**config.mk**
```make
export PLATFORM = sky130hd
export DESIGN_NAME = chimera_reg_to_apb_flat
export DESIGN_NICKNAME = d
export VERILOG_FILES = /design/src/rtl/chimera_reg_to_apb_pkg.sv /design/src/rtl/chimera_reg_to_apb_if.sv /design/src/rtl/chimera_reg_to_apb.sv /design/src/flat_wrapper.sv
export SDC_FILE = /design/constraint.sdc
export NUM_CORES = 1
export LEC_CHECK = 0
export ABC_CLOCK_PERIOD_IN_PS = 2400
export CAP_MARGIN = 20
export CORE_AREA = 2 2 109 111
export CTS_CLUSTER_DIAMETER = 50
export DETAILED_ROUTE_END_ITERATION = 8
export DIE_AREA = 0 0 111 113
export GPL_ROUTABILITY_DRIVEN = 0
export HOLD_SLACK_MARGIN = 0.03
export PLACE_DENSITY_LB_ADDON = 0.3
export SKIP_LAST_GASP = 1
export SYNTH_ARGS = -nofsm -noshare
export SYNTH_HDL_FRONTEND = slang
export SYNTH_SLANG_ARGS = --single-unit
```
**constraint.sdc**
```tcl
create_clock -name clk_i -period 2.4 [get_ports clk_i]
set_clock_uncertainty 0.2 [all_clocks]
set_input_delay 0.36 -clock clk_i [delete_from_list [all_inputs] [get_ports clk_i]]
set_output_delay 0.36 -clock clk_i [all_outputs]
set_load 0.05 [all_outputs]
```
**src/rtl/chimera_reg_to_apb_pkg.sv**
```systemverilog
// Shared types and constants for the register-bus to APB4 bridge and the
// Pad/FLL configuration regions it serves.
package chimera_reg_to_apb_pkg;

  localparam int unsigned RegAddrWidth = 32;
  localparam int unsigned RegDataWidth = 32;
  localparam int unsigned RegStrbWidth = RegDataWidth / 8;

  localparam logic [RegAddrWidth-1:0] PadRegionStart = 32'h3000_2000;
  localparam logic [RegAddrWidth-1:0] PadRegionEnd   = 32'h3000_3000;
  localparam logic [RegAddrWidth-1:0] FllRegionStart = 32'h3000_3000;
  localparam logic [RegAddrWidth-1:0] FllRegionEnd   = 32'h3000_4000;

  typedef struct packed {
    logic [RegAddrWidth-1:0] paddr;
    logic [2:0]              pprot;
    logic                    psel;
    logic                    penable;
    logic                    pwrite;
    logic [RegDataWidth-1:0] pwdata;
    logic [RegStrbWidth-1:0] pstrb;
  } apb_req_t;

  typedef struct packed {
    logic                    pready;
    logic [RegDataWidth-1:0] prdata;
    logic                    pslverr;
  } apb_resp_t;

  // Width of a counter able to hold 0..cycles, never narrower than one bit.
  function automatic int unsigned timeout_cnt_width(input int unsigned cycles);
    int unsigned w;
    w = $clog2(cycles + 1);
    return (w < 1) ? 1 : w;
  endfunction

endpackage

```
**src/rtl/chimera_reg_to_apb_if.sv**
```systemverilog
// Register-bus request/response interface and APB4 interface used by the bridge.
interface chimera_reg_if #(
  parameter int unsigned AddrWidth = 32,
  parameter int unsigned DataWidth = 32
);
  logic                   reg_valid_i;
  logic                   reg_write_i;
  logic [AddrWidth-1:0]   reg_addr_i;
  logic [DataWidth-1:0]   reg_wdata_i;
  logic [DataWidth/8-1:0] reg_wstrb_i;
  logic                   reg_ready_o;
  logic [DataWidth-1:0]   reg_rdata_o;
  logic                   reg_error_o;

  modport master (
    output reg_valid_i, reg_write_i, reg_addr_i, reg_wdata_i, reg_wstrb_i,
    input  reg_ready_o, reg_rdata_o, reg_error_o
  );

  modport slave (
    input  reg_valid_i, reg_write_i, reg_addr_i, reg_wdata_i, reg_wstrb_i,
    output reg_ready_o, reg_rdata_o, reg_error_o
  );
endinterface

interface chimera_apb_if #(
  parameter int unsigned AddrWidth = 32,
  parameter int unsigned DataWidth = 32
);
  logic                   psel_o;
  logic                   penable_o;
  logic                   pwrite_o;
  logic [AddrWidth-1:0]   paddr_o;
  logic [DataWidth-1:0]   pwdata_o;
  logic [DataWidth/8-1:0] pstrb_o;
  logic [2:0]             pprot_o;
  logic                   pready_i;
  logic [DataWidth-1:0]   prdata_i;
  logic                   pslverr_i;

  modport master (
    output psel_o, penable_o, pwrite_o, paddr_o, pwdata_o, pstrb_o, pprot_o,
    input  pready_i, prdata_i, pslverr_i
  );

  modport slave (
    input  psel_o, penable_o, pwrite_o, paddr_o, pwdata_o, pstrb_o, pprot_o,
    output pready_i, prdata_i, pslverr_i
  );
endinterface

```
**src/rtl/chimera_reg_to_apb.sv**
```systemverilog
// Bridges one valid/ready register transaction into one APB4 SETUP/ACCESS
// transfer, with a PREADY timeout so a hung peripheral cannot stall the bus.
module chimera_reg_to_apb
  import chimera_reg_to_apb_pkg::*;
#(
  parameter int unsigned          AddrWidth     = RegAddrWidth,
  parameter int unsigned          DataWidth     = RegDataWidth,
  parameter int unsigned          TimeoutCycles = 256,
  parameter logic [DataWidth-1:0] TimeoutRdata  = 32'hDEAD_BEEF
) (
  input  logic          clk_i,
  input  logic          rst_i,
  chimera_reg_if.slave  reg_bus,
  chimera_apb_if.master apb
);

  localparam int unsigned CntWidth  = timeout_cnt_width(TimeoutCycles);
  localparam int unsigned StrbWidth = DataWidth / 8;

  typedef enum logic [1:0] {
    IDLE,
    SETUP,
    ACCESS,
    RESP
  } state_e;

  state_e                 r_state;
  state_e                 w_state_next;
  logic                   r_write;
  logic [AddrWidth-1:0]   r_addr;
  logic [DataWidth-1:0]   r_wdata;
  logic [StrbWidth-1:0]   r_wstrb;
  logic [DataWidth-1:0]   r_rdata;
  logic                   r_error;
  logic                   r_ready;
  logic [CntWidth-1:0]    r_cnt;
  logic                   w_cnt_last;

  if (TimeoutCycles != 0) begin : g_timeout
    localparam logic [CntWidth-1:0] CntLast = CntWidth'(TimeoutCycles - 1);
    assign w_cnt_last = (r_cnt == CntLast);
  end else begin : g_no_timeout
    assign w_cnt_last = 1'b0;
  end

  always_comb begin
    w_state_next = r_state;
    case (r_state)
      IDLE:    if (reg_bus.reg_valid_i) w_state_next = SETUP;
      SETUP:   w_state_next = ACCESS;
      ACCESS:  if (apb.pready_i || w_cnt_last) w_state_next = RESP;
      RESP:    w_state_next = IDLE;
      default: w_state_next = IDLE;
    endcase
  end

  always_ff @(posedge clk_i) begin
    if (rst_i) begin
      r_state <= IDLE;
      r_write <= 1'b0;
      r_addr  <= '0;
      r_wdata <= '0;
      r_wstrb <= '0;
      r_rdata <= '0;
      r_error <= 1'b0;
      r_ready <= 1'b0;
      r_cnt   <= '0;
    end else begin
      r_state <= w_state_next;
      r_ready <= (w_state_next == RESP);
      case (r_state)
        IDLE: begin
          if (reg_bus.reg_valid_i) begin
            r_write <= reg_bus.reg_write_i;
            r_addr  <= reg_bus.reg_addr_i;
            r_wdata <= reg_bus.reg_write_i ? reg_bus.reg_wdata_i : '0;
            r_wstrb <= reg_bus.reg_write_i ? reg_bus.reg_wstrb_i : '0;
          end
        end
        ACCESS: begin
          // A ready on the last counted cycle wins over the timeout abort.
          if (apb.pready_i) begin
            r_rdata <= r_write ? '0 : apb.prdata_i;
            r_error <= apb.pslverr_i;
            r_cnt   <= '0;
          end else if (w_cnt_last) begin
            r_rdata <= r_write ? '0 : TimeoutRdata;
            r_error <= 1'b1;
            r_cnt   <= '0;
          end else begin
            r_cnt <= r_cnt + 1'b1;
          end
        end
        RESP: begin
          // Response fields read as zero whenever reg_ready_o is low.
          r_rdata <= '0;
          r_error <= 1'b0;
          r_cnt   <= '0;
        end
        default: ;
      endcase
    end
  end

  assign apb.psel_o      = (r_state == SETUP) || (r_state == ACCESS);
  assign apb.penable_o   = (r_state == ACCESS);
  assign apb.pwrite_o    = r_write;
  assign apb.paddr_o     = r_addr;
  assign apb.pwdata_o    = r_wdata;
  assign apb.pstrb_o     = r_wstrb;
  assign apb.pprot_o     = 3'b000;

  assign reg_bus.reg_ready_o = r_ready;
  assign reg_bus.reg_rdata_o = r_rdata;
  assign reg_bus.reg_error_o = r_error;

endmodule
```
**src/flat_wrapper.sv**
```systemverilog
// flat-port wrapper written by rule: the top's interface ports become plain ports
module chimera_reg_to_apb_flat import chimera_reg_to_apb_pkg::*;
#(
  parameter int unsigned          AddrWidth     = RegAddrWidth,
  parameter int unsigned          DataWidth     = RegDataWidth,
  parameter int unsigned          TimeoutCycles = 256,
  parameter logic [DataWidth-1:0] TimeoutRdata  = 32'hDEAD_BEEF
)
  (clk_i, rst_i, reg_bus_reg_valid_i, reg_bus_reg_write_i, reg_bus_reg_addr_i, reg_bus_reg_wdata_i, reg_bus_reg_wstrb_i, reg_bus_reg_ready_o, reg_bus_reg_rdata_o, reg_bus_reg_error_o, apb_psel_o, apb_penable_o, apb_pwrite_o, apb_paddr_o, apb_pwdata_o, apb_pstrb_o, apb_pprot_o, apb_pready_i, apb_prdata_i, apb_pslverr_i);
  chimera_reg_if #(.AddrWidth(AddrWidth), .DataWidth(DataWidth)) reg_bus_i ();
  chimera_apb_if #(.AddrWidth(AddrWidth), .DataWidth(DataWidth)) apb_i ();
  input  logic clk_i;
  input  logic rst_i;
  input wire logic [$bits(reg_bus_i.reg_valid_i)-1:0] reg_bus_reg_valid_i;
  input wire logic [$bits(reg_bus_i.reg_write_i)-1:0] reg_bus_reg_write_i;
  input wire logic [$bits(reg_bus_i.reg_addr_i)-1:0] reg_bus_reg_addr_i;
  input wire logic [$bits(reg_bus_i.reg_wdata_i)-1:0] reg_bus_reg_wdata_i;
  input wire logic [$bits(reg_bus_i.reg_wstrb_i)-1:0] reg_bus_reg_wstrb_i;
  output wire logic [$bits(reg_bus_i.reg_ready_o)-1:0] reg_bus_reg_ready_o;
  output wire logic [$bits(reg_bus_i.reg_rdata_o)-1:0] reg_bus_reg_rdata_o;
  output wire logic [$bits(reg_bus_i.reg_error_o)-1:0] reg_bus_reg_error_o;
  output wire logic [$bits(apb_i.psel_o)-1:0] apb_psel_o;
  output wire logic [$bits(apb_i.penable_o)-1:0] apb_penable_o;
  output wire logic [$bits(apb_i.pwrite_o)-1:0] apb_pwrite_o;
  output wire logic [$bits(apb_i.paddr_o)-1:0] apb_paddr_o;
  output wire logic [$bits(apb_i.pwdata_o)-1:0] apb_pwdata_o;
  output wire logic [$bits(apb_i.pstrb_o)-1:0] apb_pstrb_o;
  output wire logic [$bits(apb_i.pprot_o)-1:0] apb_pprot_o;
  input wire logic [$bits(apb_i.pready_i)-1:0] apb_pready_i;
  input wire logic [$bits(apb_i.prdata_i)-1:0] apb_prdata_i;
  input wire logic [$bits(apb_i.pslverr_i)-1:0] apb_pslverr_i;
  assign reg_bus_i.reg_valid_i = reg_bus_reg_valid_i;
  assign reg_bus_i.reg_write_i = reg_bus_reg_write_i;
  assign reg_bus_i.reg_addr_i = reg_bus_reg_addr_i;
  assign reg_bus_i.reg_wdata_i = reg_bus_reg_wdata_i;
  assign reg_bus_i.reg_wstrb_i = reg_bus_reg_wstrb_i;
  assign reg_bus_reg_ready_o = reg_bus_i.reg_ready_o;
  assign reg_bus_reg_rdata_o = reg_bus_i.reg_rdata_o;
  assign reg_bus_reg_error_o = reg_bus_i.reg_error_o;
  assign apb_psel_o = apb_i.psel_o;
  assign apb_penable_o = apb_i.penable_o;
  assign apb_pwrite_o = apb_i.pwrite_o;
  assign apb_paddr_o = apb_i.paddr_o;
  assign apb_pwdata_o = apb_i.pwdata_o;
  assign apb_pstrb_o = apb_i.pstrb_o;
  assign apb_pprot_o = apb_i.pprot_o;
  assign apb_i.pready_i = apb_pready_i;
  assign apb_i.prdata_i = apb_prdata_i;
  assign apb_i.pslverr_i = apb_pslverr_i;
  chimera_reg_to_apb #(.AddrWidth(AddrWidth), .DataWidth(DataWidth), .TimeoutCycles(TimeoutCycles), .TimeoutRdata(TimeoutRdata)) u_core (.clk_i(clk_i), .rst_i(rst_i), .reg_bus(reg_bus_i), .apb(apb_i));
endmodule
```
After elaboration in Yosys (flattened, before gate mapping) --
Cells that the tools add are included.
Word-level totals: bits in latches 0, bits in read-only memories 0, flip-flop bits (word level) 114, memory bits (writable) 0, memories kept 0
Cells by class: order comparisons 0, shifts and indexed selects 0, add/subtract/negate cells 1, divide/modulo/power cells 0, bitwise operators 0, muxes and demuxes 16, reductions and logical operators 6, equality and inequality tests 6, $mul 0
Operators with widths (number):
- 32-bit 2-to-1 mux | 5
- 32-bit one-hot mux with 2 select lines | 1
- 9-bit 2-to-1 mux | 2
- 9-bit one-hot mux with 2 select lines | 1
- 9-bit by 1-bit adder with 9-bit output, second input constant | 1
- 9-bit by 8-bit equality test with 1-bit output, second input constant | 1
- 2-bit one-hot mux with 4 select lines | 1
- 2-bit equality test, second input constant | 3
- 2-bit 2-to-1 mux | 2
- 4-bit 2-to-1 mux | 1
- 2-bit AND reduction | 2
- 3-bit by 1-bit inequality test with 1-bit output, second input constant | 1
- 2-bit by 1-bit equality test with 1-bit output, second input constant | 1
- 2-bit logical NOT | 1
- 1-bit logical OR | 2
- 1-bit 2-to-1 mux | 2
- 1-bit one-hot mux with 2 select lines | 1
- 2-bit nonzero test | 1

Depth between registers and ports, before layout --
Gate-level depths: netlist of run 1.
depth in word-level cells 5, depth in mapped cells 9, mapped depth without buffers 6

Worst setup path before layout of run 1 --
Ideal clock, no wire load.
kind reg-to-reg, start point register u_core.r_state[0], end point register u_core.r_rdata[10] (netlist: u_core.reg_bus.reg_rdata_o[10]), path slack 0.138 ns, data arrival time 1.939 ns, buffers on the path 3, stages on the path, launching flop included 10, cell sequence dfxtp_1 -> inv_1 -> ha_1 -> buf_2 -> nor2b_1 -> o31ai_2 -> o21a_1 -> buf_6 -> buf_12 -> mux2i_1
On the way: word-level cells in the longest chain between the ends 3, elaborated cells between the ends (all ways) 6
RTL lines:
- start: declaration | line chimera_reg_to_apb.sv:27 | state_e r_state;
- start signal: assignment | line chimera_reg_to_apb.sv:69 | r_state <= w_state_next;
- 2-bit equality test (*)
- net apb_penable_o | line flat_wrapper.sv:23 | output wire logic [$bits(apb_i.penable_o)-1:0] apb_penable_o;
- 3-bit by 1-bit inequality test with 1-bit output (no line) / 2-bit nonzero test (equally long branches)
- 2-bit AND reduction (no line)
- end signal: assignment | line chimera_reg_to_apb.sv:83 | r_rdata <= r_write ? '0 : apb.prdata_i;
- end signal: assignment | line chimera_reg_to_apb.sv:87 | r_rdata <= r_write ? '0 : TimeoutRdata;
- end: declaration | line chimera_reg_to_apb.sv:33 | logic [DataWidth-1:0] r_rdata;
The timed path passes the listed nets; every way through them passes the cells marked *. A chain may end at the register's enable or synchronous reset.

Final worst setup path of run 1 --
start point register u_core.r_write (netlist: u_core.apb.pwrite_o), end point output port apb_pwrite_o
RTL lines:
- start: declaration | line chimera_reg_to_apb.sv:29 | logic r_write;
- start signal: assignment | line chimera_reg_to_apb.sv:74 | r_write <= reg_bus.reg_write_i;
- end: declaration | line flat_wrapper.sv:24 | output wire logic [$bits(apb_i.pwrite_o)-1:0] apb_pwrite_o;
No word-level cell between the ends.

==> results of run 1 <==
[cell usage after synthesis, types with 2 or more instances]
master / number
nand2b_1: 34
buf_2: 4
nor2_1: 10
buf_6: 2
nor2b_1: 3
nand2_1: 107
buf_12: 2
nand3_1: 40
o21ai_0: 36
dfxtp_1: 114
buf_4: 3
o2111ai_1: 8
inv_1: 4
mux2i_1: 26
a21o_1: 2
o311ai_0: 2
and3_1: 2
buf_1: 4
ha_1: 5
clkbuf_1: 32
a21oi_1: 73
a22o_1: 3
[logic make-up (layout without fill, tap and decap cells)]
| logic type | after synthesis | count (layout) | synth area share, % |
|---|---|---|---|
| simple gates | 202 | 202 | 20.5 |
| compound gates | 129 | 129 | 15.9 |
| flops | 114 | 114 | 50.3 |
| buf+inv | 51 | 257 | 5.63 |
| mux | 27 | 27 | 5.99 |
| fa+ha+maj | 5 | 5 | 1.38 |
| other cells | 1 | 3 | 0.0827 |
| xor+xnor | 1 | 1 | 0.193 |
[flip-flops by register name, indices dropped and copies added (netlist names), 2 cells and up]
register,cells
u_core.r_state,2
u_core.apb.paddr_o,32
u_core.reg_bus.reg_rdata_o,32
u_core.apb.pstrb_o,4
u_core.r_cnt,9
u_core.apb.pwdata_o,32
[through the flow]
step / area (µm²) / instances / hold slack, ns / power, W
detailed placement: 6700 / 849 / 0.243 / 0.00402
finish: 7320 / 881 / 0.208 / 0.00664
CTS: 7320 / 881 / 0.209 / 0.00669
global placement: 6700 / 849 / 0.237 / 0.00399
global route: 7320 / 881 / 0.234 / 0.00690
floorplan: 4540 / 532 / 0.239 / 0.00338
[routing by layer]
layer	vias to the layer above	global-route usage (%)	part of all wire [%]
met5	-	0	0
met4	0	7.42	1.1
met3	16	9.32	10
met2	183	34.9	47
met1	2035	25.3	42
li1	2184	-	-
[layout make-up]
| cell class | instances | area, µm² |
|---|---|---|
| clock buffers | 21 | 470 |
| clock inverters | 11 | 158 |
| fillers | 932 | 3950 |
| inverters | 4 | 15.0 |
| multi-input cells | 367 | 2010 |
| flip-flops and latches | 114 | 2280 |
| well taps | 143 | 179 |
| repair buffers | 221 | 2210 |
[power groups by stage]
stage	clock network, W	registers [W]	logic [W]
floorplan	0	0.00279	0.000588
global placement	0	0.00220	0.00179
detailed placement	0	0.00221	0.00181
CTS	0.00270	0.00217	0.00181
global route	0.00279	0.00220	0.00191
finish	0.00266	0.00217	0.00180
[worst min path at each step]
stage	startpoint	endpoint	slack (ns)	depth (start not counted)
2_1_floorplan	rst_i	u_core.r_state[1]	0.24	1
3_3_place_gp	u_core.apb.pwdata_o[2]	u_core.apb.pwdata_o[2]	0.24	2
3_5_place_dp	u_core.apb.pwdata_o[24]	u_core.apb.pwdata_o[24]	0.24	2
4_1_cts	rst_i	u_core.r_cnt[8]	0.21	4
5_1_grt	rst_i	u_core.r_cnt[8]	0.23	4
6_report	rst_i	u_core.r_cnt[8]	0.21	4
==> impl_metrics.csv, run 1 <==
group,metric,value,unit
critical_path,crit_path_start_kind,"flop",
timing,setup_violations,0,
global_routing,grt_pass1_wl,21800,µm
timing,rsz0062_at_grt,"false",
die,row_count,39,
synthesis,synth.cell_area,4530,µm²
critical_path,timing.critical_path.to,"apb_pwrite_o",
detailed_routing,routed_wl,13200,µm
final_layout,area_growth,61.6,%
timing,period_needed,2.22,ns
timing,slew_violations,0,
timing,setup_tns,0,ns
detailed_routing,via_per_inst,5.01,
global_routing,grt_usage,21.4,%
power_and_ir_drop,p_sw_share,31.5,%
critical_path,max_stage_delay,0.86,ns
synthesis,netlist-cell-type-count,36,
clock_tree,post_cts_buffers,0,
power_and_ir_drop,p_int,0.00455,W
final_layout,antennaDiodeCount,0,
clock_tree,post_cts_resized,0,
timing,worst_slack,0.183,ns
placement,numPortBuffers,210,
die,die_x,111,µm
global_routing,grt.overflow.total,0,
clock_tree,cts_tree,"built",
critical_path,crit_chain,"clkdlybuf4s50_1",
detailed_routing,drc,0,
final_layout,mostFrequentLayoutCells,"clkdlybuf4s50_1, dfxtp_1, nand2_1",
flow_run,maxCapViolCount,0,
critical_path,crit_buf_inv,1,
critical_path,r2r-start,"u_core.r_cnt[0]",
synthesis,synth_cells,530,
die,die_h,113,µm
clock_tree,cts_max_level,4,
global_routing,first_global_vias,4415,
power_and_ir_drop,power_frac_seq,32.7,%
die,pin_count,214,
power_and_ir_drop,p_switching,0.00209,W
critical_path,critical-path-top-delay-family,"buffers and inverters",
synthesis,synth_top_cell_by_area,"dfxtp_1",
synthesis,synthArstFlopShare,0,%
synthesis,ys_warn_count,0,
critical_path,reg2reg_setup_slack,0.32,ns
critical_path,startpoint,"u_core.apb.pwrite_o",
clock_tree,root_buffer,"clkbuf_16",
critical_path,crit_cells,1,
detailed_routing,drtIter0Drc,289,
critical_path,path_class,"flop to output port",
critical_path,cpMaxStageDelayCell,"clkdlybuf4s50_1",
detailed_routing,vias,4418,
timing,period_share,92.4,%
global_routing,antenna_found_initial,0,
die,core_area,11300,µm²
detailed_routing,wl_per_cell,15.0,µm
clock_tree,clock_sinks,114,
final_layout,fin_nets,836,
min_path,hp-class,"input port to flop",
final_layout,final_common_cell,"clkdlybuf4s50_1",
synthesis,synth_edf_count,0,
clock_tree,cts_inserted_buffers,17,
placement,place_ws,0.310,ns
critical_path,rr_worst_depth,6,
placement,dp_hpwl,8890,µm
timing,tightest_slew,0.801,ns
power_and_ir_drop,pwr-share-clk,40.1,%
power_and_ir_drop,pwr-share-comb,27.2,%
synthesis,yosysSeqAreaShare,50.3,%
synthesis,netlist_top_cells_area,"dfxtp_1, nand2_1, a21oi_1, mux2i_1, nand2b_1",
detailed_routing,ant_nets,0,
global_routing,grt_max_degree,87,
outcome,outcome,"finished, final reports clean",
critical_path,end_kind,"output port",
final_layout,utilization,65.0,%
final_layout,drive_gt1_share,6.91,%
synthesis,avgSynthCellArea,8.55,µm²
detailed_routing,first_pass_iters,4,
power_and_ir_drop,power.leakage,2.66,nW
clock_tree,insertion_delay,0.40,ns
power_and_ir_drop,ir_drop,0.503,mV
critical_path,r2r-end,"u_core.reg_bus.reg_rdata_o[16]",
synthesis,synth_ff_type,"dfxtp_1",
critical_path,required,1.84,ns
critical_path,worstPathArrival,1.66,ns
die,dieArea,12500,µm²
die,start_util,40.2,%
power_and_ir_drop,power.density,907,nW/µm²
critical_path,cp_max_fo,3,
clock_tree,clk_pin_slew,0.05,ns
synthesis,synth_top_area_share,50.3,%
timing,max_freq,0.451,GHz
timing,hold_violations,0,
synthesis,ys_ff_latch,114,
clock_tree,hold_buffers,0,
timing,slew_headroom,46.6,%
clock_tree,clockBufferDepth,2,
No activity file was read; power rests on OpenSTA's default activity.
==> inputs of run 2 (changes only) <==
Settings changed: MAX_ROUTING_LAYER set to met4.
==> run 2 against run 1 <==
Setup slack lost 0.0021 ns. Maximum frequency is essentially flat. Die area is the same. Cell area is the same. Sequential power is essentially flat. Hold slack lost 0.0042 ns. Critical path depth is the same. Global-route usage grew 0.67 points. Routed wire length grew 0.51%. Non-clock buffer count is the same. Via count grew 0.23%. Flip-flop and latch count is the same. Critical path type unchanged. Critical endpoint unchanged. Largest cell class unchanged.
==> impl_metrics.csv, run 2 (synthesis gave the netlist of run 1 again) <==
group,metric,value,unit
outcome,outcome,"finished, final reports clean",
critical_path,crit_cells,1,
die,row_count,39,
power_and_ir_drop,power.leakage,2.66,nW
timing,period_needed,2.22,ns
detailed_routing,drtIter0Drc,295,
critical_path,crit_path_start_kind,"flop",
clock_tree,cts_tree,"built",
detailed_routing,drc,0,
power_and_ir_drop,power.density,907,nW/µm²
die,start_util,40.2,%
critical_path,critical-path-top-delay-family,"buffers and inverters",
min_path,hp-class,"input port to flop",
timing,rsz0062_at_grt,"false",
critical_path,max_stage_delay,0.86,ns
critical_path,crit_chain,"clkdlybuf4s50_1",
clock_tree,cts_inserted_buffers,17,
critical_path,worstPathArrival,1.66,ns
placement,place_ws,0.310,ns
final_layout,fin_nets,836,
timing,max_freq,0.451,GHz
clock_tree,clk_pin_slew,0.05,ns
timing,worst_slack,0.181,ns
detailed_routing,wl_per_cell,15.1,µm
timing,tightest_slew,0.803,ns
flow_run,maxCapViolCount,0,
die,pin_count,214,
global_routing,grt.overflow.total,0,
critical_path,reg2reg_setup_slack,0.31,ns
clock_tree,clock_sinks,114,
power_and_ir_drop,ir_drop,0.503,mV
global_routing,first_global_vias,4424,
clock_tree,clockBufferDepth,2,
global_routing,grt_pass1_wl,21700,µm
final_layout,utilization,65.0,%
clock_tree,cts_max_level,4,
critical_path,crit_buf_inv,1,
timing,slew_headroom,46.5,%
timing,setup_violations,0,
final_layout,antennaDiodeCount,0,
timing,slew_violations,0,
clock_tree,root_buffer,"clkbuf_16",
timing,setup_tns,0,ns
die,die_x,111,µm
critical_path,cpMaxStageDelayCell,"clkdlybuf4s50_1",
critical_path,path_class,"flop to output port",
die,dieArea,12500,µm²
placement,numPortBuffers,210,
die,die_h,113,µm
timing,period_share,92.5,%
critical_path,cp_max_fo,3,
placement,dp_hpwl,8890,µm
min_path,hold_depth,4,
detailed_routing,routed_wl,13300,µm
critical_path,required,1.84,ns
global_routing,grt_usage,22.0,%
final_layout,fillers,932,
detailed_routing,vias,4428,
clock_tree,insertion_delay,0.41,ns
final_layout,drive_gt1_share,6.91,%
clock_tree,post_cts_resized,0,
global_routing,antenna_found_initial,0,
detailed_routing,first_pass_iters,5,
final_layout,area_growth,61.6,%
critical_path,end_kind,"output port",
detailed_routing,via_per_inst,5.03,
die,core_area,11300,µm²
final_layout,mostFrequentLayoutCells,"clkdlybuf4s50_1, dfxtp_1, nand2_1",
critical_path,rr_worst_depth,6,
final_layout,final_common_cell,"clkdlybuf4s50_1",
clock_tree,hold_buffers,0,
global_routing,grt_max_degree,87,
clock_tree,post_cts_buffers,0,
timing,hold_violations,0,
detailed_routing,ant_nets,0,
-- run 2: cell counts in the layout (fill, tap and decap cells not counted) --
Identical to the previous run, type by type.
-- run 2: power by group --
part,switching [W],leakage (nW),internal [W],total [W]
combinational,0.00114,1.42,0.000664,0.00180
sequential,0.0000973,0.929,0.00208,0.00217
clock,0.000858,0.312,0.00181,0.00267
-- run 2: worst paths after layout --
path	startpoint	endpoint
min reg2reg	u_core.apb.pwdata_o[24]	u_core.apb.pwdata_o[24]
max	u_core.apb.pwrite_o	apb_pwrite_o
min	rst_i	u_core.r_cnt[8]
max reg2reg	u_core.r_state[0]	u_core.reg_bus.reg_rdata_o[16]
-- run 2: area by class of cell --
cell class                 count  area, µm²  area share (%)
clock buffer                  21        470            6.42
clock inverter                11        158            2.15
inverter                       4       15.0           0.205
multi-input combinational    367       2010            27.4
sequential                   114       2280            31.2
tap                          143        179            2.44
timing repair buffer         221       2210            30.2
-- run 2: metrics by stage --
stage / cell area (µm²) / std cells / hold WS (ns) / total power [W]
finish: 7320 / 881 / 0.203 / 0.00664
global route: 7320 / 881 / 0.232 / 0.00690
CTS: 7320 / 881 / 0.209 / 0.00669
detailed placement: 6700 / 849 / 0.243 / 0.00402
global placement: 6700 / 849 / 0.237 / 0.00399
floorplan: 4540 / 532 / 0.239 / 0.00338
-- run 2: per-layer routing --
layer | up-vias | track usage [%] | wire (µm)
li1 | 2184 | - | -
met1 | 2042 | 26.5 | 5780
met2 | 190 | 34.7 | 6230
met3 | 12 | 8.09 | 1180
met4 | 0 | 6.92 | 116
met5 | - | - | 0
